`src/rtl/multicycle_ctrl_if.sv`:
```
// Memory request handshake between the multicycle controller and the shared
// instruction/data memory port.
interface multicycle_ctrl_if;
  logic mem_req;
  logic mem_we;
  logic mem_ready;

  modport master (output mem_req, output mem_we, input mem_ready);
  modport slave  (input mem_req, input mem_we, output mem_ready);
endinterface

```
`src/rtl/multicycle_ctrl.sv`:
```
// RV32I multicycle control FSM: FETCH -> DECODE -> one execute phase per class.
// Define CTRL_ILLEGAL_HALT_EN to halt on unknown opcodes instead of treating them as NOPs.
module multicycle_ctrl #(
  parameter bit RESET_IDLE = 1'b0
) (
  input  logic                      clk,
  input  logic                      rst,
  input  logic                      run,
  input  logic [6:0]                opcode,
  input  logic [2:0]                funct3,
  input  logic                      funct7_5,
  input  logic                      br_eq,
  input  logic                      br_lt,
  input  logic                      br_ltu,
  multicycle_ctrl_if.master         mem,
  output logic                      pcUpdate,
  output logic                      irWrite,
  output logic                      addrSrc,
  output logic [1:0]                regSrc,
  output logic                      regWrite,
  output logic [2:0]                immedSrc,
  output logic [1:0]                aluSrcA,
  output logic [1:0]                aluSrcB,
  output logic [3:0]                aluOp,
  output logic                      retire,
  output logic                      illegal
);
  localparam logic [6:0] OP_R     = 7'b0110011;
  localparam logic [6:0] OP_I     = 7'b0010011;
  localparam logic [6:0] OP_LOAD  = 7'b0000011;
  localparam logic [6:0] OP_STORE = 7'b0100011;
  localparam logic [6:0] OP_BR    = 7'b1100011;
  localparam logic [6:0] OP_JAL   = 7'b1101111;
  localparam logic [6:0] OP_JALR  = 7'b1100111;
  localparam logic [6:0] OP_LUI   = 7'b0110111;
  localparam logic [6:0] OP_AUIPC = 7'b0010111;

  typedef enum logic [3:0] {
    IDLE, FETCH, DECODE, ALU_R, ALU_I, LOAD, STORE,
    BRANCH, JAL, JALR, LUI, AUIPC, HALT
  } state_t;

  localparam state_t RST_STATE = RESET_IDLE ? IDLE : FETCH;

  state_t state, state_n;
  logic   mem_req, mem_we, taken;

  assign mem.mem_req = mem_req;
  assign mem.mem_we  = mem_we;

  always_comb begin
    taken = 1'b0;
    case (funct3)
      3'b000:  taken =  br_eq;
      3'b001:  taken = ~br_eq;
      3'b100:  taken =  br_lt;
      3'b101:  taken = ~br_lt;
      3'b110:  taken =  br_ltu;
      3'b111:  taken = ~br_ltu;
      default: taken = 1'b0;
    endcase
  end

  always_ff @(posedge clk or negedge rst) begin
    if (!rst) state <= RST_STATE;
    else      state <= state_n;
  end

  // Outputs are gated by rst so mem_req drops the instant reset asserts.
  always_comb begin
    state_n  = state;
    mem_req  = 1'b0;
    mem_we   = 1'b0;
    pcUpdate = 1'b0;
    irWrite  = 1'b0;
    addrSrc  = 1'b0;
    regSrc   = 2'd0;
    regWrite = 1'b0;
    immedSrc = 3'd0;
    aluSrcA  = 2'd0;
    aluSrcB  = 2'd0;
    aluOp    = 4'b0000;
    retire   = 1'b0;
    illegal  = 1'b0;
    if (rst) begin
      case (state)
        IDLE: if (run) state_n = FETCH;
        FETCH: begin
          mem_req = 1'b1;
          if (mem.mem_ready) begin
            irWrite  = 1'b1;
            pcUpdate = 1'b1;
            aluSrcB  = 2'd2;
            state_n  = DECODE;
          end
        end
        DECODE: begin
          case (opcode)
            OP_R:     state_n = ALU_R;
            OP_I:     state_n = ALU_I;
            OP_LOAD:  state_n = LOAD;
            OP_STORE: state_n = STORE;
            OP_BR:    state_n = BRANCH;
            OP_JAL:   state_n = JAL;
            OP_JALR:  state_n = JALR;
            OP_LUI:   state_n = LUI;
            OP_AUIPC: state_n = AUIPC;
            default: begin
              illegal = 1'b1;
`ifdef CTRL_ILLEGAL_HALT_EN
              state_n = HALT;
`else
              retire  = 1'b1;
              state_n = FETCH;
`endif
            end
          endcase
        end
        ALU_R: begin
          aluSrcA = 2'd2; aluOp = {funct7_5, funct3};
          regSrc = 2'd1; regWrite = 1'b1; retire = 1'b1; state_n = FETCH;
        end
        ALU_I: begin
          // only the shift-right pair uses inst[30]; elsewhere it is immediate data
          aluSrcA = 2'd2; aluSrcB = 2'd1;
          aluOp = (funct3 == 3'b101) ? {funct7_5, funct3} : {1'b0, funct3};
          regSrc = 2'd1; regWrite = 1'b1; retire = 1'b1; state_n = FETCH;
        end
        LOAD, STORE: begin
          mem_req = 1'b1; addrSrc = 1'b1; aluSrcA = 2'd2; aluSrcB = 2'd1;
          mem_we   = (state == STORE);
          immedSrc = (state == STORE) ? 3'd1 : 3'd0;
          if (mem.mem_ready) begin
            regSrc   = (state == LOAD) ? 2'd2 : 2'd0;
            regWrite = (state == LOAD);
            retire   = 1'b1;
            state_n  = FETCH;
          end
        end
        BRANCH: begin
          if (taken) begin
            pcUpdate = 1'b1; aluSrcA = 2'd1; aluSrcB = 2'd1; immedSrc = 3'd2;
          end
          retire = 1'b1; state_n = FETCH;
        end
        JAL, JALR: begin
          regSrc = 2'd0; regWrite = 1'b1; pcUpdate = 1'b1; aluSrcB = 2'd1;
          aluSrcA  = (state == JAL) ? 2'd1 : 2'd2;
          immedSrc = (state == JAL) ? 3'd4 : 3'd0;
          retire = 1'b1; state_n = FETCH;
        end
        LUI, AUIPC: begin
          aluSrcA = (state == LUI) ? 2'd3 : 2'd1;
          aluSrcB = 2'd1; immedSrc = 3'd3;
          regSrc = 2'd1; regWrite = 1'b1; retire = 1'b1; state_n = FETCH;
        end
        HALT: illegal = 1'b1;
        default: state_n = RST_STATE;
      endcase
    end
  end
endmodule

```
`src/flat_wrapper.sv`:
```
// flat-port wrapper written by rule: the top's interface ports become plain ports
module multicycle_ctrl_flat 
#(
  parameter bit RESET_IDLE = 1'b0
)
  (clk, rst, run, opcode, funct3, funct7_5, br_eq, br_lt, br_ltu, pcUpdate, irWrite, addrSrc, regSrc, regWrite, immedSrc, aluSrcA, aluSrcB, aluOp, retire, illegal, mem_mem_req, mem_mem_we, mem_mem_ready);
  multicycle_ctrl_if mem_i ();
  input  logic clk;
  input  logic rst;
  input  logic run;
  input  logic [6:0] opcode;
  input  logic [2:0] funct3;
  input  logic funct7_5;
  input  logic br_eq;
  input  logic br_lt;
  input  logic br_ltu;
  output logic pcUpdate;
  output logic irWrite;
  output logic addrSrc;
  output logic [1:0] regSrc;
  output logic regWrite;
  output logic [2:0] immedSrc;
  output logic [1:0] aluSrcA;
  output logic [1:0] aluSrcB;
  output logic [3:0] aluOp;
  output logic retire;
  output logic illegal;
  output wire logic [$bits(mem_i.mem_req)-1:0] mem_mem_req;
  output wire logic [$bits(mem_i.mem_we)-1:0] mem_mem_we;
  input wire logic [$bits(mem_i.mem_ready)-1:0] mem_mem_ready;
  assign mem_mem_req = mem_i.mem_req;
  assign mem_mem_we = mem_i.mem_we;
  assign mem_i.mem_ready = mem_mem_ready;
  multicycle_ctrl #(.RESET_IDLE(RESET_IDLE)) u_core (.clk(clk), .rst(rst), .run(run), .opcode(opcode), .funct3(funct3), .funct7_5(funct7_5), .br_eq(br_eq), .br_lt(br_lt), .br_ltu(br_ltu), .mem(mem_i), .pcUpdate(pcUpdate), .irWrite(irWrite), .addrSrc(addrSrc), .regSrc(regSrc), .regWrite(regWrite), .immedSrc(immedSrc), .aluSrcA(aluSrcA), .aluSrcB(aluSrcB), .aluOp(aluOp), .retire(retire), .illegal(illegal));
endmodule
```
`config.mk`:
```
export PLATFORM = sky130hd
export DESIGN_NAME = multicycle_ctrl_flat
export DESIGN_NICKNAME = d
export VERILOG_FILES = /design/src/rtl/multicycle_ctrl_if.sv /design/src/rtl/multicycle_ctrl.sv /design/src/flat_wrapper.sv
export SDC_FILE = /design/constraint.sdc
export NUM_CORES = 1
export LEC_CHECK = 0
export CORE_ASPECT_RATIO = 1.25
export CORE_MARGIN = 2
export CORE_UTILIZATION = 36
export DETAILED_ROUTE_END_ITERATION = 10
export PLACE_DENSITY = 0.75
export SLEW_MARGIN = 20
export SYNTH_ARGS = -nofsm -noshare
export SYNTH_HDL_FRONTEND = slang
export SYNTH_SLANG_ARGS = --single-unit
```
`constraint.sdc`:
```
create_clock -name clk -period 1.4 [get_ports clk]
set_input_delay 0.21 -clock clk [delete_from_list [all_inputs] [get_ports clk]]
set_output_delay 0.21 -clock clk [all_outputs]
set_load 0.01 [all_outputs]
```
* Word-level counts from Yosys, hierarchy flattened
Index checks and enable logic that the tools add are counted.
** Word-level totals
- Bits in registers :: 4
- Input port bits :: 18
** Cells by class
- Equality and inequality tests :: 29
- Muxes and demuxes :: 46
- Bitwise gates (word level) :: 4
- Reduce and logical (&&, ||, !) cells :: 13
** Operators with widths (number)
- 4-bit one-hot mux with 9 select lines :: 1
- 7-bit by 6-bit equality test with 1-bit output, second input constant :: 3
- 7-bit equality test, second input constant :: 3
- 4-bit equality test, second input constant :: 5
- 4-bit 2-to-1 mux :: 5
- 4-bit one-hot mux with 5 select lines :: 1
- 1-bit 2-to-1 mux :: 18
- 2-bit 2-to-1 mux :: 9
- 4-bit by 3-bit equality test with 1-bit output, second input constant :: 4
- 7-bit by 5-bit equality test with 1-bit output, second input constant :: 2
- 7-bit OR reduction :: 2
- 3-bit equality test, second input constant :: 4
- 3-bit one-hot mux with 4 select lines :: 1
- 9-bit OR reduction :: 1
- 4-bit by 2-bit equality test with 1-bit output, second input constant :: 2
- 2-bit one-hot mux with 4 select lines :: 1
- 4-bit one-hot mux with 2 select lines :: 1
- 4-bit OR reduction :: 2
- 7-bit by 2-bit equality test with 1-bit output, second input constant :: 1
- 3-bit 2-to-1 mux :: 2
- 2-bit != test, second input constant :: 3
- 1-bit one-hot mux with 3 select lines :: 2
- 1-bit one-hot mux with 6 select lines :: 1
- 2-bit one-hot mux with 3 select lines :: 1
- 11 further kinds :: 17

* Longest topological paths before layout
Gate-level depths: netlist (run 1).
- Depth in word-level cells :: 5
- Mapped depth :: 5

* Least setup slack after synthesis (run 1)
Ideal clock, no wire load.
- Kind :: flip-flop to output port
- Start :: reg u_core.state[0]
- End :: out pcUpdate
- Data arrival time :: 1435 ps
- Required time :: 1190 ps
- Slack :: -245 ps
- Stages on the path, launching flop included :: 4
- Buffers on the path :: 1
- Path through :: dfstp_2 -> clkbuf_1 -> nand2_1 -> o32ai_1
** Between the ends
- Longest elaborated chain between the ends :: 4
- Elaborated cells on any way between the ends :: 7
- Those cells by class :: eq/ne (4); mux (2); reduce/logical (1)
** Ends and longest elaborated chain
- start: declaration :: line multicycle_ctrl.sv:45 : state_t state, state_n;
- start signal: assignment :: line multicycle_ctrl.sv:66 : else state <= state_n;
- 4-bit equality test :: line multicycle_ctrl.sv:86 : case (state)
- 2-bit OR reduction
- 1-bit one-hot mux with 3 select lines (*) :: line multicycle_ctrl.sv:86
- 1-bit 2-to-1 mux (*) :: line multicycle_ctrl.sv:85 : if (rst) begin
- end: declaration :: line flat_wrapper.sv:17 : output logic pcUpdate;
Every way passes the cells marked *; elsewhere a longest branch is shown, timed or not.

* Worst setup path in the final report (run 1)
- Start :: in opcode[2]
- End :: out retire
** Between the ends
- Longest elaborated chain between the ends :: 5
- Elaborated cells on any way between the ends :: 13
- Those cells by class :: eq/ne (9); mux (3); reduce/logical (1)
** Ends and longest elaborated chain
- start: declaration :: line flat_wrapper.sv:11 : input logic [6:0] opcode;
- 7-bit by 6-bit equality test with 1-bit output (tied with other cells) :: line multicycle_ctrl.sv:98 : case (opcode)
- 9-bit OR reduction (no source line) (*)
- 1-bit 2-to-1 mux (*) :: line multicycle_ctrl.sv:98
- 1-bit one-hot mux with 3 select lines (*) :: line multicycle_ctrl.sv:86
- 1-bit 2-to-1 mux (*) :: line multicycle_ctrl.sv:85
- end: declaration :: line flat_wrapper.sv:26 : output logic retire;
Marked as above.

==> results of run 1 <==
==> layer usage <==
layer / vias to the layer above / track usage, % / routed length, µm
li1: 621 / - / -
met1: 716 / 33.07 / 1889
met2: 169 / 60.76 / 2788
met3: 85 / 8.442 / 661
met4: 0 / 22.86 / 712
met5: - / 0 / 0
==> timing repair <==
| item | 4_1_cts | 5_1_grt |
|---|---|---|
| pin swaps | 27 | 18 |
| endpoints found under the hold margin | 0 | 0 |
| buffers inserted | 15 | 14 |
| setup endpoints to repair | 25 | 25 |
| gates resized for setup | 125 | 48 |
==> stage by stage <==
step                std cells  total power [µW]
global route              234              2685
detailed placement        207              1516
global placement          207              1483
floorplan                 111             848.6
CTS                       225              2018
finish                    234              2609
==> power breakdown <==
group	internal [µW]	switching (µW)	total [µW]
clock network	109	84.7	194
registers	160	48.1	208
logic	1150	1060	2210
==> cells in the mapped netlist, drive strengths merged <==
library cell,instances,area share [%]
a21oi,6,3.8
and3b,1,1.1
or4,1,0.96
xnor2,1,1.1
o211a,1,1.3
clkbuf,5,2.4
nand2,7,3.4
and4b,1,1.3
o2bb2ai,1,1.1
o32ai,2,2.2
nand4,1,0.80
mux2,1,1.4
o211ai,2,1.9
nor2b,3,2.4
o21ai,5,3.2
nor2,10,4.8
o31a,1,1.1
o22ai,2,1.6
nor4,1,0.80
xor2,4,4.5
and3,3,2.4
nor3,4,2.6
a211o,1,1.1
buf,2,1.6
and2,10,8.0
o311ai,2,3.2
nand3,6,4.5
o31ai,5,4.8
inv,6,2.9
nor4b,1,3.0
dfrtp,3,9.6
nand3b,2,1.9
a31oi,1,0.80
o21a,2,1.9
a2bb2oi,1,1.1
mux2i,4,5.1
dfstp,1,3.4
a21o,1,0.96
==> cells by family after synthesis <==
| group | Yosys count | synth area share (%) |
|---|---|---|
| multiplexers | 5 | 6.550 |
| AO/OA/AOI/OAI | 33 | 30.19 |
| buffers and inverters | 13 | 6.869 |
| flip-flops | 4 | 12.94 |
| AND/OR/NAND/NOR | 51 | 37.86 |
| XOR/XNOR | 5 | 5.591 |
==> worst paths after layout <==
check | cells past startpoint | end | slack, ns
max | 7 | retire | -0.78
min | 3 | u_core.state[1] | 0.63
max reg2reg | 7 | u_core.state[3] | -0.48
min reg2reg | 3 | u_core.state[0] | 0.80
max in group asynchronous | 3 | u_core.state[0] | 0.53
min in group clk | 4 | u_core.state[3] | 0.71
==> worst min-delay path, cell delays in order <==
cell	delay, ns
clkdlybuf4s50_1	0.66
buf_4	0.20
buf_4	0.17
==> cells in the final DEF, fill, tap and decap left out, types with 3 or more instances in the layout <==
master	n
clkbuf_4	3
and2_4	3
dlygate4sd2_1	5
o31ai_2	3
and2_1	7
inv_1	3
buf_4	50
xor2_1	4
a21oi_1	4
buf_6	19
nor2_4	3
clkdlybuf4s50_1	11
nor2_1	4
nand2_4	4
mux2i_1	3
buf_2	16
nand2_1	3
nor2_2	3
nand3_1	4
==> layout make-up <==
class	count	area, µm²	share of cell area, %
timing repair buffer	106	898.4	46.17
multi-input combinational	94	867.1	44.57
sequential	4	103.9	5.338
clock buffer	4	26.28	1.350
inverter	6	25.02	1.286
tap	20	25.02	1.286
==> metrics, run 1 <==
status finished with violations; failing checks setup timing; layout cells sized above 1 66.36%; Place WS -0.9335 ns; Routed Antenna Nets 0; Lkg Pwr 0.0009347 µW; Final Routed Wirelength 6.051 mm; clk_lat worst skew 0.27 ns; Worst Setup SP opcode[2]; Ports 39; ANT cells 0; clock sinks 4; CTS clock-pin slew for the worst setup and hold paths 0.07 ns; Final setup viols 25; Num CTS Buffers 3; Tmin final 2.184 ns; worst path arrival time 1.97 ns; Max Clk Rate 0.4578 GHz; GPL Wtd Cong 0.9124; synth unique cells 41; core box area 0.002027 mm²; crit-path cells clkdlybuf4s50_1, inv_1, o31ai_1, a21oi_1, buf_4, o31a_1, buf_2; Worst-Margin Slew 0.4772 ns; Initial Util 38.64%; largest net degree at the start of global routing 10; Final Skew 0.02123 ns; first-pass GRT wire length 6.513 mm; family with the most delay on the worst path buffers and inverters; Net Count, Synth 129; htree depth 1; cells after synthesis 111; FP Rows 18; post-synthesis average cell area 7.056 µm²; total grt overflow 0; Hold Fails Final Rpt 0; DP HPWL 2.456 mm; GR Util All Layers 34.54%; port bufs 38; relative slew slack 68.14%; Crit-path slowest cell clkdlybuf4s50_1; Cell Pwr Density 1341 mW/mm²; Final #Nets 233; initial antenna violation count 0; die extent in y 56.15 µm; pins over their slew limit 0; wire per inst 25.86 µm; Max Cap Violations 0; unrepaired setup endpoints after global routing true; setup TNS -11.92 ns; fill count 43; clock buffer depth 2; worst min-delay path category primary input to asynchronous set/reset pin; fin util 95.99%; DRT iter0 DRCs 102; Area growth syn-to-layout 148.4%; Worst Setup End Kind output pin; Mapped Area 783.3 µm²; FF-to-FF Start u_core.state[0]; max reg flops 4; Worst Path Buf+Inv 4; Crit path largest cell delay 0.58 ns; Yosys reg bits 4; vias per inst 6.799; DR vias 1591; post-route cell area 0.001946 mm²; router iterations before antenna repair 4; TritonCTS clock tree built; Tcrit/Tclk final 156.0%; sequential-to-total area share from yosys stat 12.94%; DRC viols 0; clock root cell clkbuf_4; setup ws final -0.7843 ns; Die X 45.72 µm; Worst VDD drop 1382 µV; Largest regs u_core.state (4); Min Hold Slack 0.6328 ns; CP Launch Type primary input; cts hold-fix bufs 0; Critical Path RT 1.19 ns; placed instance area 0.001543 mm²; critical path class primary input to output pin; crit-path max FO 4; number of global-route vias before repair 1435; DIE AREA 0.002567 mm²; Biggest register u_core.state; YS warnings 0
(Power assumes the default switching activity.)
==> run 2: changes to the inputs <==
Settings changed: REMOVE_ABC_BUFFERS from default to 1.
==> run 2 against run 1 <==
The flow still finishes with violations (setup timing); non-clock buffer count down 4; fmax up 3.4%; routed wire length down 3.1%; sequential share of layout area about the same; largest power group unchanged.
==> metrics, run 2 (synthesis gave the netlist of run 1 again) <==
status finished with violations; failing checks setup timing; htree depth 1; Final Routed Wirelength 5.863 mm; worst min-delay path category primary input to asynchronous set/reset pin; Max Clk Rate 0.4733 GHz; unrepaired setup endpoints after global routing true; GPL Wtd Cong 0.8970; sw frac 46.87%; placed instance area 0.001473 mm²; Final #Nets 229; vias per inst 6.678; Worst Setup SP u_core.state[3]; clk_lat worst skew 0.27 ns; largest net degree at the start of global routing 11; Combinational Power Share 82.5%; Final Skew 0.01974 ns; layout cells sized above 1 60.95%; family with the most delay on the worst path buffers and inverters; critical path class register to output pin; number of global-route vias before repair 1303; Cell Pwr Density 1315 mW/mm²; Worst Setup End Kind output pin; CTS clock-pin slew for the worst setup and hold paths 0.07 ns; total placed cells including tap cells 204; GR Util All Layers 33.60%; Crit path largest cell delay 0.42 ns; crit-path max FO 6; die extent in y 56.15 µm; ANT cells 0; FF-to-FF setup slack -0.68 ns; fin cells 230; Worst path most repeated cell buf_6; worst path arrival time 1.90 ns; Critical Path RT 1.19 ns; DRT iter0 DRCs 114; Largest regs u_core.state (4); Pint 1334 µW; post-route cell area 0.001909 mm²; FF-to-FF path depth 8; router iterations before antenna repair 5; crit-path cells buf_4, buf_6, buf_6, nor2_4, buf_4, buf_6, o21ai_1, a31oi_1, buf_2; total grt overflow 0; DRC viols 0; setup ws final -0.7130 ns; DIE AREA 0.002567 mm²; FF-to-FF Start u_core.state[3]; TritonCTS clock tree built; Ports 39; clock root cell clkbuf_4; Initial Util 38.64%; Tcrit/Tclk final 150.9%; max reg flops 4; FP Rows 18; Worst Path Buf+Inv 6; Biggest register u_core.state; Num CTS Buffers 3; Routed Antenna Nets 0; Hold Fails Final Rpt 0; Clk network pwr share 7.8%; clock buffer depth 2; Worst VDD drop 879.4 µV; P_sw 1177 µW; initial antenna violation count 0; Tmin final 2.113 ns; Die X 45.72 µm; port bufs 38; first-pass GRT wire length 6.334 mm; CP Launch Type register; commonest non-fill, non-tap cell in the layout buf_4; DR vias 1536; Crit-path slowest cell dfrtp_1; fill count 59; Worst-Margin Slew 0.4513 ns; sequential power share 9.7%; most frequent cells in the layout buf_4, buf_6, buf_2, dlygate4sd2_1, clkdlybuf4s50_1; DP HPWL 2.333 mm; wire per inst 25.49 µm; Max Cap Violations 0; pins over their slew limit 0; relative slew slack 69.91%; worst flop-to-flop path endpoint u_core.state[2]; Lkg Pwr 0.0009205 µW; clock sinks 4; Final setup viols 25; Area growth syn-to-layout 143.8%; core box area 0.002027 mm²
run 2: stage by stage:
step                      worst slack, ns  hold slack, ns  power, µW  utilization [%]  TNS (ns)
final                             -0.7130          0.3465       2511            94.20    -13.42
after global placement            -0.8645          0.5439       1368            72.65    -14.26
after floorplan                   -0.2452        -0.08559      738.6                -    -2.202
after detailed placement          -0.9449          0.5628       1403            72.65    -15.06
after CTS                         -0.4894          0.2235       1960            83.89    -8.632
after global routing              -0.8024          0.3392       2558            94.20    -14.30
run 2: worst max-delay path by stage:
stage	endpoint	slack, ns	cells after the start
6_report	aluSrcB[0]	-0.71	9
5_1_grt	aluSrcB[0]	-0.80	9
4_1_cts	retire	-0.49	7
3_5_place_dp	aluSrcA[0]	-0.94	6
3_3_place_gp	pcUpdate	-0.86	6
2_1_floorplan	aluSrcB[1]	-0.25	3
run 2: final cells by class:
| cell class | instances | area (µm²) | share of cell area (%) |
|---|---|---|---|
| multi-input cells | 94 | 865.8 | 45.35 |
| flip-flops and latches | 4 | 102.6 | 5.374 |
| inverters | 6 | 25.02 | 1.311 |
| repair buffers | 102 | 864.6 | 45.28 |
| clock buffers | 4 | 26.28 | 1.376 |
| well taps | 20 | 25.02 | 1.311 |
run 2: layer usage:
layer | GRT usage [%] | wire, µm
met1 | 35.81 | 1867
met2 | 62.78 | 2678
met3 | 5.519 | 715
met4 | 10.61 | 602
met5 | 0 | 0
run 2: what timing repair did:
action	CTS	global route
gates cloned	0	0
setup endpoints to repair	25	25
buffers inserted	18	7
hold buffers	0	0
resized for setup	140	38
pin swaps	32	15
run 2: power groups by stage:
stage / clock, µW / sequential, µW / combinational, µW
floorplan: 0 / 253 / 485
global placement: 0 / 221 / 1150
detailed placement: 0 / 223 / 1180
CTS: 159 / 215 / 1590
global route: 198 / 240 / 2120
finish: 195 / 244 / 2070
run 2: worst reg2reg max path, delay by kind of cell, from the launching register on:
kind,cells,cell delay (ns)
buf+inv,4,0.61
mux,1,0.29
simple gates,1,0.40
flops,1,0.42
compound gates,2,0.22
==> run 3: changes to the inputs <==
Settings changed: ABC_AREA from default to 1.
==> run 3 against run 2 <==
The run still ends with setup timing left; final cell count is 13% higher; worst setup slack better by 0.22 ns; critical path depth is 2 lower; sequential share of layout area is 0.44 points higher; via count is 7.0% lower; largest cell class unchanged.
==> metrics, run 3 <==
setup TNS -7.703 ns; Routed Antenna Nets 0; commonest non-fill, non-tap cell in the layout buf_4; critical path class register to output pin; DP HPWL 2.346 mm; Hold Fails Final Rpt 0; failing checks setup timing; CP endpoint retire; sequential power share 12.3%; wire per inst 16.03 µm; relative slew slack 82.34%; Tcrit/Tclk final 135.3%; TritonCTS clock tree built; Crit-path slowest cell dfrtp_1; unrepaired setup endpoints after global routing true; Worst Setup SP u_core.state[3]; DRT iter0 DRCs 26; GR Util All Layers 29.20%; Worst path most repeated cell nand2_1; total grt overflow 0; fin util 88.09%; Final Skew 0.001802 ns; Tmin final 1.894 ns; WP depth 7; FF-to-FF path depth 12; top cells by count, synth nand2_1, nor2_1, inv_1; Final setup viols 25; top cells by area, synth nand2_1, dfrtp_1, nor2_1; Worst Setup End Kind output pin; cts hold-fix bufs 0; die extent in y 56.36 µm; Max Cap Violations 0; clk_lat worst skew 0.23 ns; Mapped Area 789.5 µm²; Pint 944.7 µW; CP Launch Type register; Biggest register u_core.state; router iterations before antenna repair 5; Clk network pwr share 8.5%; vias per inst 5.517; crit-path cells inv_2, buf_6, nand2_1, nor2_2, nand2_1, a21oi_1, buf_2; first-pass GRT wire length 5.816 mm; setup ws final -0.4936 ns; family with the most delay on the worst path buffers and inverters; FF-to-FF Start u_core.state[0]; DR vias 1429; layout cells sized above 1 61.51%; Yosys reg bits 4; number of enable flip-flop cells after synthesis 0; Cell Pwr Density 1042 mW/mm²; Final Routed Wirelength 4.152 mm; status finished with violations; GPL Wtd Cong 0.8456; crit-path max FO 3; Worst-Margin Slew 0.2640 ns; core box area 0.002027 mm²; Ports 39; synth unique cells 22; ANT cells 0; worst min-delay path category primary input to asynchronous set/reset pin; YS warnings 0; Largest regs u_core.state (4); P_sw 915.7 µW; initial antenna violation count 0; cell taking the most area after synthesis nand2_1; sw frac 49.22%; Combinational Power Share 79.2%; cells after synthesis 153; Final #Nets 258; htree depth 1; clock sinks 4; Critical Path RT 1.19 ns; Synth top area share 22.82%; Worst VDD drop 904.0 µV; largest net degree at the start of global routing 9; Area growth syn-to-layout 126.1%; CTS clock-pin slew for the worst setup and hold paths 0.04 ns; FF-to-FF setup slack -0.24 ns; main flop type after synthesis dfrtp_1; number of global-route vias before repair 1359; Crit path largest cell delay 0.41 ns; FP Rows 18; DIE AREA 0.002586 mm²; Lkg Pwr 0.0009634 µW; most frequent cells in the layout buf_4, nand2_1, buf_2, inv_1, nand2_2; pins over their slew limit 0; most numerous cell in the Yosys netlist nand2_1; DRC viols 0; port bufs 38; post-synthesis average cell area 5.160 µm²; Die X 45.89 µm; Initial Util 38.95%; clock buffer depth 2; worst path arrival time 1.68 ns; ys async rst share 100.0%; clock root cell clkbuf_4; Num CTS Buffers 3; sequential-to-total area share from yosys stat 12.84%; Max Clk Rate 0.5281 GHz; Worst Path Buf+Inv 3; worst flop-to-flop path endpoint u_core.state[0]; max reg flops 4
## run 3: changes by cell type after synthesis, moves of 7 or more
cell,previous run,this run
nor2_2,0,8
nor2_1,10,20
nand2_1,7,48
a21oi_1,6,13
and2_1,10,0
inv_1,6,16
## run 3: per-stage QoR
| step | setup WS (ns) | hold slack [ns] | power, µW | cell area, µm² | std cells |
|---|---|---|---|---|---|
| 3_5_place_dp | -0.7786 | 0.4998 | 1081 | 1405 | 239 |
| 3_3_place_gp | -0.6938 | 0.5018 | 1056 | 1405 | 239 |
| 4_1_cts | -0.3212 | 0.3091 | 1542 | 1582 | 255 |
| 5_1_grt | -0.4827 | 0.3384 | 1947 | 1785 | 259 |
| 2_1_floorplan | -0.08353 | -0.08559 | 640.2 | 759.5 | 149 |
| 6_report | -0.4936 | 0.3365 | 1860 | 1785 | 259 |
## run 3: power by group through the flow
stage          logic (µW)  clock network [µW]  registers [µW]
2_1_floorplan         437                   0             204
3_3_place_gp          848                   0             207
3_5_place_dp          873                   0             208
4_1_cts              1160                 163             217
5_1_grt              1550                 172             228
6_report             1470                 158             228
## run 3: final cells by class
type                            instances  area (µm²)
Tap cell                               20       25.02
Inverter                               23       95.09
Timing Repair Buffer                   86       693.2
Fill cell                             105       241.5
Sequential cell                         4       103.9
Multi-Input combinational cell        122       842.1
Clock buffer                            4       26.28
## run 3: worst min path at each step
stage	start	endpoint	slack, ns	cells past startpoint
floorplan	rst	u_core.state[1]	-0.09	0
global placement	u_core.state[0]	u_core.state[0]	0.50	2
detailed placement	u_core.state[0]	u_core.state[0]	0.50	2
CTS	rst	u_core.state[3]	0.31	2
global route	rst	u_core.state[1]	0.34	2
finish	rst	u_core.state[1]	0.34	2
## run 3: repair_timing
action	in CTS	in global routing
pin swaps	23	17
buffers inserted	13	5
endpoints found under the setup margin	25	25
cloned	0	0
resized for setup	142	42
## run 3: cells by family after synthesis
group | share of synthesized area (%)
buffers and inverters | 14.74
DFF | 12.84
and+or+nand+nor | 58.32
AOI/OAI and AO/OA | 14.11
## run 3: per-layer routing
metal  vias up  track usage, %  wire length (µm)
met5         -               0                 0
met4         0           11.84               219
met3        30           2.894               181
met2        76           55.95              2279
met1       669           29.43              1472
li1        654               -                 -
